**src/rtl/mult_pkg.sv**
```systemverilog
// Shared types and constants for the shift-and-add multiplier datapath.
package mult_pkg;

  typedef enum logic [1:0] {
    IDLE  = 2'd0,
    SHIFT = 2'd1,
    DONE  = 2'd2
  } mult_opreg_state_t;

  localparam int MULT_WIDTH = 8;

  // Counter must hold the value WIDTH itself, hence WIDTH+1 codes.
  function automatic int mult_cnt_w(input int width);
    return $clog2(width + 1);
  endfunction

endpackage

```
**src/rtl/mult_bit_cnt.sv**
```systemverilog
// Loadable down-counter with terminal-count flag; saturates at zero.
module mult_bit_cnt #(
  parameter int W = 4
) (
  input  logic         i_clk,
  input  logic         i_rst,
  input  logic         ld,
  input  logic [W-1:0] ld_val,
  input  logic         dec,
  output logic [W-1:0] cnt,
  output logic         zero
);

  assign zero = (cnt == '0);

  always_ff @(posedge i_clk or posedge i_rst) begin
    if (i_rst) begin
      cnt <= '0;
    end else if (ld) begin
      cnt <= ld_val;
    end else if (dec && !zero) begin
      cnt <= cnt - W'(1);
    end
  end

endmodule

```
**src/rtl/mult_operand_shreg.sv**
```systemverilog
// Multiplier-operand shift register with remaining-shift count and done flag.
// Optional MULT_OPERAND_ZERO_SKIP_EN: a zero operand finishes immediately.
//
// state | meaning
// IDLE  | waiting for the first load
// SHIFT | operand loaded, shifting right on each shift_en
// DONE  | all WIDTH shifts taken (or zero skipped), result held
module mult_operand_shreg
  import mult_pkg::*;
#(
  parameter int WIDTH = MULT_WIDTH,
  parameter int CNT_W = mult_cnt_w(WIDTH)
) (
  input  logic             i_clk,
  input  logic             i_rst,
  input  logic             ld_B,
  input  logic             shift_en,
  input  logic             ser_in,
  input  logic [WIDTH-1:0] d_in_1,
  output logic [WIDTH-1:0] out_B,
  output logic             lsb_out,
  output logic [CNT_W-1:0] cnt,
  output logic             busy,
  output logic             done
);

  mult_opreg_state_t state_q, state_d;
  logic [WIDTH-1:0]  shreg_d;
  logic              cnt_ld;
  logic [CNT_W-1:0]  cnt_ld_val;
  logic              cnt_dec;
  logic              cnt_zero;

  always_comb begin
    state_d    = state_q;
    shreg_d    = out_B;
    cnt_ld     = 1'b0;
    cnt_ld_val = CNT_W'(WIDTH);
    cnt_dec    = 1'b0;
    if (ld_B) begin
      cnt_ld  = 1'b1;
      shreg_d = d_in_1;
      state_d = SHIFT;
`ifdef MULT_OPERAND_ZERO_SKIP_EN
      if (d_in_1 == '0) begin
        cnt_ld_val = '0;
        state_d    = DONE;
      end
`endif
    end else if (state_q == SHIFT && shift_en) begin
      shreg_d = {ser_in, out_B[WIDTH-1:1]};
      cnt_dec = 1'b1;
      if (cnt == CNT_W'(1)) begin
        state_d = DONE;
      end
    end
  end

  always_ff @(posedge i_clk or posedge i_rst) begin
    if (i_rst) begin
      state_q <= IDLE;
      out_B   <= '0;
    end else begin
      state_q <= state_d;
      out_B   <= shreg_d;
    end
  end

  mult_bit_cnt #(.W(CNT_W)) u_bit_cnt (
    .i_clk  (i_clk),
    .i_rst  (i_rst),
    .ld     (cnt_ld),
    .ld_val (cnt_ld_val),
    .dec    (cnt_dec),
    .cnt    (cnt),
    .zero   (cnt_zero)
  );

  assign lsb_out = out_B[0];
  assign busy    = (state_q == SHIFT);
  assign done    = (state_q == DONE);

endmodule

```
**config.mk**
```make
export PLATFORM = sky130hd
export DESIGN_NAME = mult_operand_shreg
export DESIGN_NICKNAME = d
export VERILOG_FILES = /design/src/rtl/mult_pkg.sv /design/src/rtl/mult_bit_cnt.sv /design/src/rtl/mult_operand_shreg.sv
export SDC_FILE = /design/constraint.sdc
export NUM_CORES = 1
export LEC_CHECK = 0
export BUFFER_PORTS_ARGS = -buffer_cell sky130_fd_sc_hd__buf_2
export CAP_MARGIN = 20
export CELL_PAD_IN_SITES_DETAIL_PLACEMENT = 1
export CELL_PAD_IN_SITES_GLOBAL_PLACEMENT = 1
export CORE_UTILIZATION = 31
export DETAILED_ROUTE_END_ITERATION = 16
export PLACE_DENSITY_LB_ADDON = 0.1
export REMOVE_ABC_BUFFERS = 1
export SETUP_SLACK_MARGIN = 0.4
export SYNTH_ARGS = -nofsm -noshare
export SYNTH_HDL_FRONTEND = slang
export SYNTH_SLANG_ARGS = --single-unit
```
**constraint.sdc**
```tcl
create_clock -name i_clk -period 1.37 [get_ports i_clk]
set_input_delay 0.137 -clock i_clk [delete_from_list [all_inputs] [get_ports i_clk]]
set_output_delay 0.137 -clock i_clk [all_outputs]
set_load 0.02 [all_outputs]
```
==> results by group, run 1 <==
Run
  • Number of max-cap violations: 0

Worst hold path
  • Hold Crit Class: input pin to flip-flop
  • Hold path start: d_in_1[7]

Outcome
  • Violated checks: negative setup slack
  • Status: finished, violations left

Routing
  • # DRC: 0
  • DRT Wirelength: 1.98 mm
  • DRT antenna net count: 0
  • 1st-iter DRT viols: 9
  • Vias per inst: roughly 4.8
  • Detailed-route via count: 694
  • First-pass DRT Iterations: 4
  • Average wire per standard cell: about 14 um

Clock tree
  • H-tree lvl count: 1
  • Clock transition at path regs: about 0.090 ns
  • Clk sinks: 14
  • CTS Buffer Depth: 2
  • CTS buffer count: 3
  • CTS tree: done
  • Root buf cell: clkbuf_4
  • Clock Latency Late Sink: 0.28 ns

Worst setup path
  • Critical path arrival: 1.68 ns
  • Required @ worst endpoint: ~1.6 ns
  • Crit-path max FO: 3
  • R2R Path Start: u_bit_cnt.cnt[0]
  • Critical Path Start: u_bit_cnt.cnt[0]
  • Critical path launch point type: flip-flop
  • Crit Path Category: flip-flop to flip-flop
  • Worst setup EP type: flip-flop

Layout
  • Layout area overhead: 77.1%
  • Register Area: ~350 um2
  • Finished Cell Area: between 1000 and 1500 um2
  • Final net count: 135
  • Multi-input gate area: roughly 420 um2
  • N_diodes: 0
  • Layout Cells excl Fill: about 150
  • Filler cell count: ~240
  • Layout cells sized above 1: 0.598

Placement
  • Placed insts: ~130
  • Worst slack, placed: -0.0844 ns
  • DP Area: between 900 and 1000 um2
  • Input/output buffers: 27
  • HPWL Detailed: between 1 and 1.5 mm
  • Final GP Congestion: between 0.7 and 0.8

Timing
  • Fmax: ~0.68 GHz
  • Final worst-path setup slack: -0.0938 ns
  • Max Slew Vio Count: 0
  • Hold_ws: roughly 0.071 ns
  • Relative slew slack: 0.727
  • Unrepaired setup endpoints after global routing: yes
  • Skew final: 0.0104 ns
  • Setup tns final: -0.194 ns
  • Final hold viol count: 0
  • Setup-failing EPs final: 3
  • Final period utilization: 1.07
  • Measured slew at the worst slew-check pin: between 0.4 and 0.5 ns
  • Minimum clock period: around 1.5 ns

Power and ir drop
  • Pleak: 0.598 nW
  • Peak supply drop: 0.000624 V
  • Pwr per Cell Area: between 900 and 1000 nW/um2

Global route
  • First-pass GRT wire length: between 3 and 4 mm
  • Number of global-route vias before repair: between 700 and 800
  • Gr usage total: 0.172
  • Largest net degree at the start of global routing: 23
  • Initial antenna violation count: 0
  • GRT overflow: 0

Floorplan
  • I/O pin cnt: 28
  • Site Rows: 17
  • Die Ht: between 50 and 60 um
  • DIE WIDTH: 50.1 um
  • Full die area: 2510 um2
  • Initial core utilization: 0.327
  • Core Region: between 2000 and 2500 um2

Logic synthesis
  • Synthesized cell area: about 700 um2
  • Register area share after synthesis: 0.489
  • Syn Area/Cell: 10.2 um2
  • Yosys reg bits: 14
  • Mapped Cells: 70
  • YS warnings: 0
  • Synth cell types: 19
-- worst max-delay path: stages (launching register included) --
cell	delay, ns
dfrtp_1	0.42
buf_6	0.13
or3_4	0.35
or4_4	0.41
nand3b_1	0.09
-- cells by family (layout without fill, tap and decap cells) --
family                     after synthesis  count (layout)  synth area share
buffers and inverters                    9              56            0.0541
AOI/OAI and AO/OA                       17              17             0.122
DFF                                     14              14             0.489
adders and majority gates                3               3            0.0524
and+or+nand+nor                         19              19             0.171
muxes                                    8               8             0.112
-- final timing paths --
kind                                    end  slack [ns]  cells after the start
setup / recovery           u_bit_cnt.cnt[3]       -0.09                      4
min in group asynchronous        state_q[0]        0.37                      3
max in group asynchronous  u_bit_cnt.cnt[2]        0.76                      3
hold / removal                     out_B[7]        0.07                      3
hold reg to reg                    out_B[7]        0.62                      2
setup reg to reg           u_bit_cnt.cnt[3]       -0.09                      4
-- repair_timing --
item / in CTS / in global routing
gates resized for setup: 36 / 35
endpoints found under the setup margin: 29 / 28
hold buffers: 1 / 0
buffers inserted: 11 / 3
pin swaps: 6 / 1
endpoints found under the hold margin: 14 / 0
-- power breakdown --
group | switching, mW | total [mW] | internal, mW
Clock | 0.126 | 0.228 | 0.102
Combinational | 0.240 | 0.532 | 0.291
Sequential | 0.0479 | 0.506 | 0.458
-- sequential cells by signal, summed over array words and instances, names as in the netlist --
| register | cells |
|---|---|
| out_B | 8 |
| state_q | 2 |
| u_bit_cnt.cnt | 4 |
-- cell usage in the layout, fill, tap and decap left out, types with 2 or more instances in the layout --
cell,count
o21ai_1,10
buf_6,21
clkbuf_4,3
o21ai_0,2
buf_2,13
dfrtp_1,13
or4_4,2
mux2i_1,7
buf_4,12
a21oi_2,4
inv_2,2
nand2_1,8
ha_4,2
or3_1,2
-- per-stage QoR --
step                       util  power (mW)
after floorplan               -       0.678
after global placement    0.416       0.797
after detailed placement  0.416       0.806
after CTS                 0.525        1.18
after global routing      0.580        1.34
final                     0.580        1.27
-- cells in the mapped netlist --
master / n / share of area
o21ai_0: 12 / 0.084
a21oi_1: 4 / 0.028
or3_1: 3 / 0.026
or4_1: 2 / 0.021
nand3b_4: 1 / 0.028
nor2_1: 1 / 0.0052
mux2i_1: 8 / 0.11
clkbuf_1: 2 / 0.010
ha_1: 3 / 0.052
inv_1: 5 / 0.026
nand2_1: 8 / 0.042
buf_2: 1 / 0.0070
dfrtp_1: 14 / 0.49
nand3b_1: 1 / 0.010
nor2b_1: 1 / 0.0087
or4b_4: 1 / 0.019
nor3b_1: 1 / 0.010
buf_4: 1 / 0.010
a21o_1: 1 / 0.010
-- layer usage --
metal | global-route usage | routed length (um)
met1 | 0.205 | 845
met2 | 0.293 | 1060
met3 | 0.0278 | 56
met4 | 0.0857 | 16
met5 | 0 | 0
-- layout make-up --
class | count | share of cell area
clock buffers | 3 | 0.0177
inverters | 5 | 0.0197
well taps | 28 | 0.0276
repair buffers | 48 | 0.328
multi-input cells | 47 | 0.330
flip-flops and latches | 14 | 0.277
(Power assumes the default switching activity.)
==> run 2, diff against run 1 <==
--- a/config.mk
+++ b/config.mk
@@ -13,7 +13,8 @@
 export DETAILED_ROUTE_END_ITERATION = 16
 export PLACE_DENSITY_LB_ADDON = 0.1
 export REMOVE_ABC_BUFFERS = 1
-export SETUP_SLACK_MARGIN = 0.4
+export SETUP_SLACK_MARGIN = 0.1
+export SLEW_MARGIN = 15
 export SYNTH_ARGS = -nofsm -noshare
 export SYNTH_HDL_FRONTEND = slang
 export SYNTH_SLANG_ARGS = --single-unit
==> results by group, run 2 (synthesis gave the netlist of run 1 again) <==
Power and ir drop
  • Switching power: 0.385 mW (was 0.414 mW)
  • Pleak: 0.521 nW (was 0.598 nW)
  • Flop pwr share: 0.449 (was 0.400)
  • Clock Power Share: 0.215 (was 0.180)
  • Combinational power share: 0.336 (was 0.420)
  • Peak supply drop: 0.000599 V (was 0.000624 V)
  • Internal power: 0.742 mW (was 0.851 mW)
  • Pwr per Cell Area: 1060 nW/um2 (was 996 nW/um2)
  • Switching share of power: 0.342 (was 0.327)
  • Final Power: 1.13 mW (was 1.27 mW)

Floorplan
  • Full die area: 2510 um2 (unchanged)
  • Site Rows: 17 (unchanged)
  • Core Region: 2190 um2 (unchanged)
  • I/O pin cnt: 28 (unchanged)
  • Initial core utilization: 0.327 (unchanged)
  • Die Ht: 50.1 um (unchanged)
  • DIE WIDTH: 50.1 um (unchanged)

Timing
  • Skew final: 0.00474 ns (was 0.0104 ns)
  • Relative slew slack: 0.617 (was 0.727)
  • Hold_ws: 0.0585 ns (was 0.0709 ns)
  • Fmax: 0.666 GHz (was 0.683 GHz)
  • Max Slew Vio Count: 0 (unchanged)
  • Unrepaired setup endpoints after global routing: yes (unchanged)
  • Final worst-path setup slack: -0.131 ns (was -0.0938 ns)
  • Minimum clock period: 1.50 ns (was 1.46 ns)
  • Setup-failing EPs final: 3 (unchanged)
  • Final period utilization: 1.10 (was 1.07)
  • Final hold viol count: 0 (unchanged)
  • Measured slew at the worst slew-check pin: 0.574 ns (was 0.409 ns)

Placement
  • Placed insts: 127 (unchanged)
  • Final GP Congestion: 0.736 (unchanged)
  • DP Area: 912 um2 (unchanged)
  • Input/output buffers: 27 (unchanged)
  • HPWL Detailed: 1.19 mm (unchanged)

Routing
  • # DRC: 0 (unchanged)
  • 1st-iter DRT viols: 2 (was 9)
  • Detailed-route via count: 654 (was 694)
  • Vias per inst: 4.88 (was 4.79)
  • Average wire per standard cell: 13.0 um (was 13.6 um)
  • DRT Wirelength: 1.75 mm (was 1.98 mm)
  • First-pass DRT Iterations: 4 (unchanged)
  • DRT antenna net count: 0 (unchanged)

Layout
  • Layout area overhead: 48.2% (was 77.1%)
  • Max reg flops: 8 (unchanged)
  • Layout Cells excl Fill: 134 (was 145)
  • N_diodes: 0 (unchanged)
  • Util after Layout: 0.485 (was 0.580)
  • Biggest regs: out_B: 8 flops, u_bit_cnt.cnt: 4 flops, state_q: 2 flops (unchanged)
  • Finished Cell Area: 1060 um2 (was 1270 um2)
  • Final net count: 124 (was 135)
  • Layout cells sized above 1: 0.538 (was 0.598)
  • Filler cell count: 258 (was 238)
  • Reg with most FFs: out_B (unchanged)
  • Most frequent cells in the layout: 24 x buf_2, 13 x dfrtp_1, 11 x o21ai_0 (was 21 x buf_6, 13 x buf_2, 13 x dfrtp_1)
  • Commonest non-fill, non-tap cell in the layout: buf_2 (was buf_6)

Worst setup path
  • Crit Path Category: flip-flop to flip-flop (unchanged)
  • Reg2reg path depth: 4 (unchanged)
  • Reg2Reg Setup Slack: -0.13 ns (was -0.09 ns)
  • Worst r2r dst: u_bit_cnt.cnt[3] (unchanged)
  • Critical path arrival: 1.73 ns (was 1.68 ns)
  • Delay-heaviest family, CP: simple AND/OR/NAND/NOR gates (unchanged)
  • R2R Path Start: u_bit_cnt.cnt[1] (was u_bit_cnt.cnt[0])
  • Crit-path max FO: 3 (unchanged)
  • Slowest cell on the critical path: or4_4 (was dfrtp_1)
  • Critical Path Max Stage Delay: 0.47 ns (was 0.42 ns)
  • Required @ worst endpoint: 1.60 ns (was 1.59 ns)
  • Worst Path Buf+Inv: 1 (unchanged)
  • Worst-path cell chain: buf_6 > or3_4 > or4_4 > nand3b_1 (unchanged)
  • Worst setup EP type: flip-flop (unchanged)
  • Critical path launch point type: flip-flop (unchanged)

Outcome
  • Status: finished, violations left (unchanged)
  • Violated checks: negative setup slack (unchanged)

Worst hold path
  • Hold depth: 3 (unchanged)
  • Hold EP: out_B[7] (unchanged)
  • Hold path start: d_in_1[7] (unchanged)
  • Hold Crit Class: input pin to flip-flop (unchanged)

Clock tree
  • CTS Buffer Depth: 2 (unchanged)
  • Root buf cell: clkbuf_4 (unchanged)
  • H-tree lvl count: 1 (unchanged)
  • CTS tree: done (unchanged)
  • CTS buffer count: 3 (unchanged)
  • Clock Latency Late Sink: 0.28 ns (about the same)
  • Clock transition at path regs: 0.09 ns (about the same)
  • Clk sinks: 14 (unchanged)

Global route
  • GRT overflow: 0 (unchanged)
  • Largest net degree at the start of global routing: 23 (unchanged)
  • First-pass GRT wire length: 3.04 mm (was 3.17 mm)
  • Number of global-route vias before repair: 716 (was 741)
  • Gr usage total: 0.166 (was 0.172)
  • Initial antenna violation count: 0 (unchanged)

Run
  • Number of max-cap violations: 0 (unchanged)
==> run 2: cell count changes in the layout (fill, tap and decap cells not counted), moves of 6 or more <==
cell / change
buf_6: -15
o21ai_0: +9
buf_2: +11
o21ai_1: -9
buf_4: -6
==> run 2: final cells by class <==
class	count	area, um2	share of cell area
multi-input combinational	47	392	0.369
inverter	5	18.8	0.0177
clock buffer	3	22.5	0.0212
sequential	14	352	0.331
tap	28	35.0	0.0330
timing repair buffer	37	243	0.229
==> run 2: worst max-delay path by stage <==
stage	end	slack, ns	start	cells past startpoint
4_1_cts	u_bit_cnt.cnt[3]	-0.06	u_bit_cnt.cnt[0]	4
5_1_grt	u_bit_cnt.cnt[3]	-0.18	u_bit_cnt.cnt[1]	4
6_report	u_bit_cnt.cnt[3]	-0.13	u_bit_cnt.cnt[1]	4
3_5_place_dp	u_bit_cnt.cnt[0]	-0.08	u_bit_cnt.cnt[1]	5
2_1_floorplan	u_bit_cnt.cnt[3]	-0.16	u_bit_cnt.cnt[0]	5
3_3_place_gp	u_bit_cnt.cnt[0]	-0.05	u_bit_cnt.cnt[1]	5
==> run 2: per-stage QoR <==
stage               setup WS [ns]  TNS (ns)
finish                     -0.131    -0.235
global route               -0.185    -0.502
CTS                       -0.0636   -0.0970
detailed placement        -0.0844    -0.359
global placement          -0.0491    -0.161
floorplan                  -0.163    -0.544
==> run 2: power groups by stage <==
stage,Sequential (mW),Clock [mW],Combinational (mW)
finish,0.506,0.243,0.379
global route,0.514,0.267,0.418
CTS,0.497,0.248,0.330
floorplan,0.559,0,0.119
global placement,0.504,0,0.293
detailed placement,0.506,0,0.300
==> run 2: worst reg2reg max path, delay by kind of cell (launching register included) <==
| family | cells | cell delay (ns) |
|---|---|---|
| AND/OR/NAND/NOR | 3 | 0.91 |
| buffers and inverters | 1 | 0.12 |
| flip-flops | 1 | 0.41 |
==> run 2: metal layers <==
metal	routed length, um	up-vias	track usage
li1	-	312	-
met1	738	320	0.190
met2	915	18	0.284
met3	57	4	0.0278
met4	35	0	0.100
met5	0	-	0
==> run 2: what timing repair did <==
item / CTS / global route
setup buffers: 3 / 0
gates cloned: 0 / 0
pin swaps: 5 / 3
hold buffers: 1 / 0
resized for setup: 5 / 23
hold endpoints to repair: 14 / 0
setup endpoints to repair: 6 / 11
==> run 3, diff against run 2 <==
--- a/config.mk
+++ b/config.mk
@@ -5,6 +5,7 @@
 export SDC_FILE = /design/constraint.sdc
 export NUM_CORES = 1
 export LEC_CHECK = 0
+export ABC_CLOCK_PERIOD_IN_PS = 1370
 export BUFFER_PORTS_ARGS = -buffer_cell sky130_fd_sc_hd__buf_2
 export CAP_MARGIN = 20
 export CELL_PAD_IN_SITES_DETAIL_PLACEMENT = 1
@@ -12,7 +13,6 @@
 export CORE_UTILIZATION = 31
 export DETAILED_ROUTE_END_ITERATION = 16
 export PLACE_DENSITY_LB_ADDON = 0.1
-export REMOVE_ABC_BUFFERS = 1
 export SETUP_SLACK_MARGIN = 0.1
 export SLEW_MARGIN = 15
 export SYNTH_ARGS = -nofsm -noshare
==> constraint.sdc (replaced) <==
create_clock -name i_clk -period 1.37 [get_ports i_clk]
set_input_delay 0.274 -clock i_clk [delete_from_list [all_inputs] [get_ports i_clk]]
set_output_delay 0.274 -clock i_clk [all_outputs]
set_load 0.02 [all_outputs]
==> results by group, run 3 (synthesis gave the netlist of run 1 again) <==
Routing
  • Vias per inst: 4.70 (was 4.88)
  • # DRC: 0 (unchanged)
  • Detailed-route via count: 634 (was 654)
  • 1st-iter DRT viols: 1 (was 2)
  • First-pass DRT Iterations: 2 (was 4)
  • DRT Wirelength: 1.68 mm (was 1.75 mm)
  • DRT antenna net count: 0 (unchanged)
  • Average wire per standard cell: 12.4 um (was 13.0 um)

Outcome
  • Status: finished, violations left (unchanged)
  • Violated checks: negative setup slack (unchanged)

Clock tree
  • CTS tree: done (unchanged)
  • Clock Latency Late Sink: 0.28 ns (about the same)
  • CTS Buffer Depth: 2 (unchanged)
  • CTS buffer count: 3 (unchanged)
  • Clock transition at path regs: 0.09 ns (about the same)
  • Clk sinks: 14 (unchanged)
  • H-tree lvl count: 1 (unchanged)
  • Root buf cell: clkbuf_4 (unchanged)
  • Cts hold-fix bufs: 0 (was 1)

Run
  • Number of max-cap violations: 0 (unchanged)

Layout
  • Layout area overhead: 46.6% (was 48.2%)
  • Biggest regs: out_B: 8 flops, u_bit_cnt.cnt: 4 flops, state_q: 2 flops (unchanged)
  • Most frequent cells in the layout: 22 x buf_2, 12 x o21ai_0, 11 x dfrtp_1 (was 24 x buf_2, 13 x dfrtp_1, 11 x o21ai_0)
  • Reg with most FFs: out_B (unchanged)
  • N_diodes: 0 (unchanged)
  • Commonest non-fill, non-tap cell in the layout: buf_2 (unchanged)
  • Max reg flops: 8 (unchanged)
  • Final net count: 124 (unchanged)
  • Finished Cell Area: 1050 um2 (was 1060 um2)
  • Layout cells sized above 1: 0.486 (was 0.538)

Placement
  • DP Area: 936 um2 (was 912 um2)
  • Worst slack, placed: -0.0678 ns (was -0.0844 ns)
  • Input/output buffers: 27 (unchanged)
  • HPWL Detailed: 1.18 mm (was 1.19 mm)
  • Final GP Congestion: 0.677 (was 0.736)

Worst setup path
  • Crit Path Category: flip-flop to flip-flop (unchanged)
  • Required @ worst endpoint: 1.59 ns (was 1.60 ns)
  • Critical path launch point type: flip-flop (unchanged)
  • Worst setup EP type: flip-flop (unchanged)
  • Critical path arrival: 1.66 ns (was 1.73 ns)
  • Crit-path max FO: 4 (was 3)

Global route
  • First-pass GRT wire length: 2.90 mm (was 3.04 mm)
  • GRT overflow: 0 (unchanged)
  • Initial antenna violation count: 0 (unchanged)
  • Gr usage total: 0.157 (was 0.166)
  • Number of global-route vias before repair: 624 (was 716)
  • Largest net degree at the start of global routing: 23 (unchanged)

Timing
  • Max Slew Vio Count: 0 (unchanged)
  • Unrepaired setup endpoints after global routing: yes (unchanged)
  • Final period utilization: 1.05 (was 1.10)
  • Setup-failing EPs final: 4 (was 3)
  • Final hold viol count: 0 (unchanged)
  • Relative slew slack: 0.624 (was 0.617)
  • Measured slew at the worst slew-check pin: 0.563 ns (was 0.574 ns)
  • Fmax: 0.697 GHz (was 0.666 GHz)
  • Final worst-path setup slack: -0.0657 ns (was -0.131 ns)
  • Skew final: 0.00528 ns (was 0.00474 ns)
  • Minimum clock period: 1.44 ns (was 1.50 ns)

Floorplan
  • Die Ht: 50.1 um (unchanged)
  • I/O pin cnt: 28 (unchanged)
  • Site Rows: 17 (unchanged)
  • Core Region: 2190 um2 (unchanged)
  • Full die area: 2510 um2 (unchanged)
  • DIE WIDTH: 50.1 um (unchanged)
  • Initial core utilization: 0.327 (unchanged)

Logic synthesis
  • Synth Net Count: 86

Power and ir drop
  • Pleak: 0.515 nW (was 0.521 nW)
  • Peak supply drop: 0.000549 V (was 0.000599 V)
  • Pwr per Cell Area: 1110 nW/um2 (was 1060 nW/um2)

Worst hold path
  • Hold Crit Class: input pin to async pin (was input pin to flip-flop)
-- run 3: worst max-delay path, stage by stage, from the launching register on --
cell	delay [ns]
dfrtp_2	0.44
or3_1	0.36
or4_1	0.48
nand3b_1	0.10
-- run 3: timing repair --
action	4_1_cts	5_1_grt
gates resized for setup	18	3
setup buffers	1	1
endpoints found under the setup margin	11	11
pin swaps	5	1
-- run 3: routing by layer --
metal | wire (um) | track usage | vias to the layer above | share of wire
li1 | - | - | 318 | -
met1 | 738 | 0.189 | 300 | 0.44
met2 | 875 | 0.260 | 14 | 0.52
met3 | 53 | 0.0370 | 2 | 0.032
met4 | 8 | 0.0714 | 0 | 0.0048
met5 | 0 | 0 | - | 0
-- run 3: worst paths after layout --
path	endpoint	cells after the start	start	slack, ns
worst max-delay path	u_bit_cnt.cnt[3]	3	u_bit_cnt.cnt[0]	-0.07
worst min-delay path	u_bit_cnt.cnt[3]	2	i_rst	0.03
worst max register to register	u_bit_cnt.cnt[3]	3	u_bit_cnt.cnt[0]	-0.07
worst min register to register	out_B[0]	2	out_B[0]	0.60
max in group asynchronous	u_bit_cnt.cnt[2]	2	i_rst	0.93
min in group i_clk	out_B[6]	3	d_in_1[6]	0.20
-- run 3: area by class of cell --
| type | instances | area, um2 |
|---|---|---|
| clock buffers | 4 | 36.3 |
| flip-flops and latches | 14 | 354 |
| well taps | 28 | 35.0 |
| fillers | 256 | 1140 |
| multi-input cells | 47 | 344 |
| repair buffers | 37 | 260 |
| inverters | 5 | 21.3 |
-- run 3: report_power, final --
part | internal, mW | total, mW | switching (mW) | leakage [nW]
Combinational | 0.174 | 0.363 | 0.189 | 0.328
Clock | 0.161 | 0.303 | 0.142 | 0.0210
Sequential | 0.460 | 0.499 | 0.0394 | 0.165
Total | 0.795 | 1.16 | 0.370 | 0.515
-- run 3: stage by stage --
stage | cells | utilization | hold slack [ns] | power [mW] | setup TNS [ns]
after detailed placement | 129 | 0.427 | 0.359 | 0.825 | -0.191
after floorplan | 70 | - | 0.163 | 0.697 | -0.156
after CTS | 134 | 0.471 | 0.0526 | 1.17 | -0.191
after global routing | 135 | 0.480 | 0.0717 | 1.24 | -0.428
after global placement | 129 | 0.427 | 0.358 | 0.818 | -0.0846
final | 135 | 0.480 | 0.0303 | 1.16 | -0.161
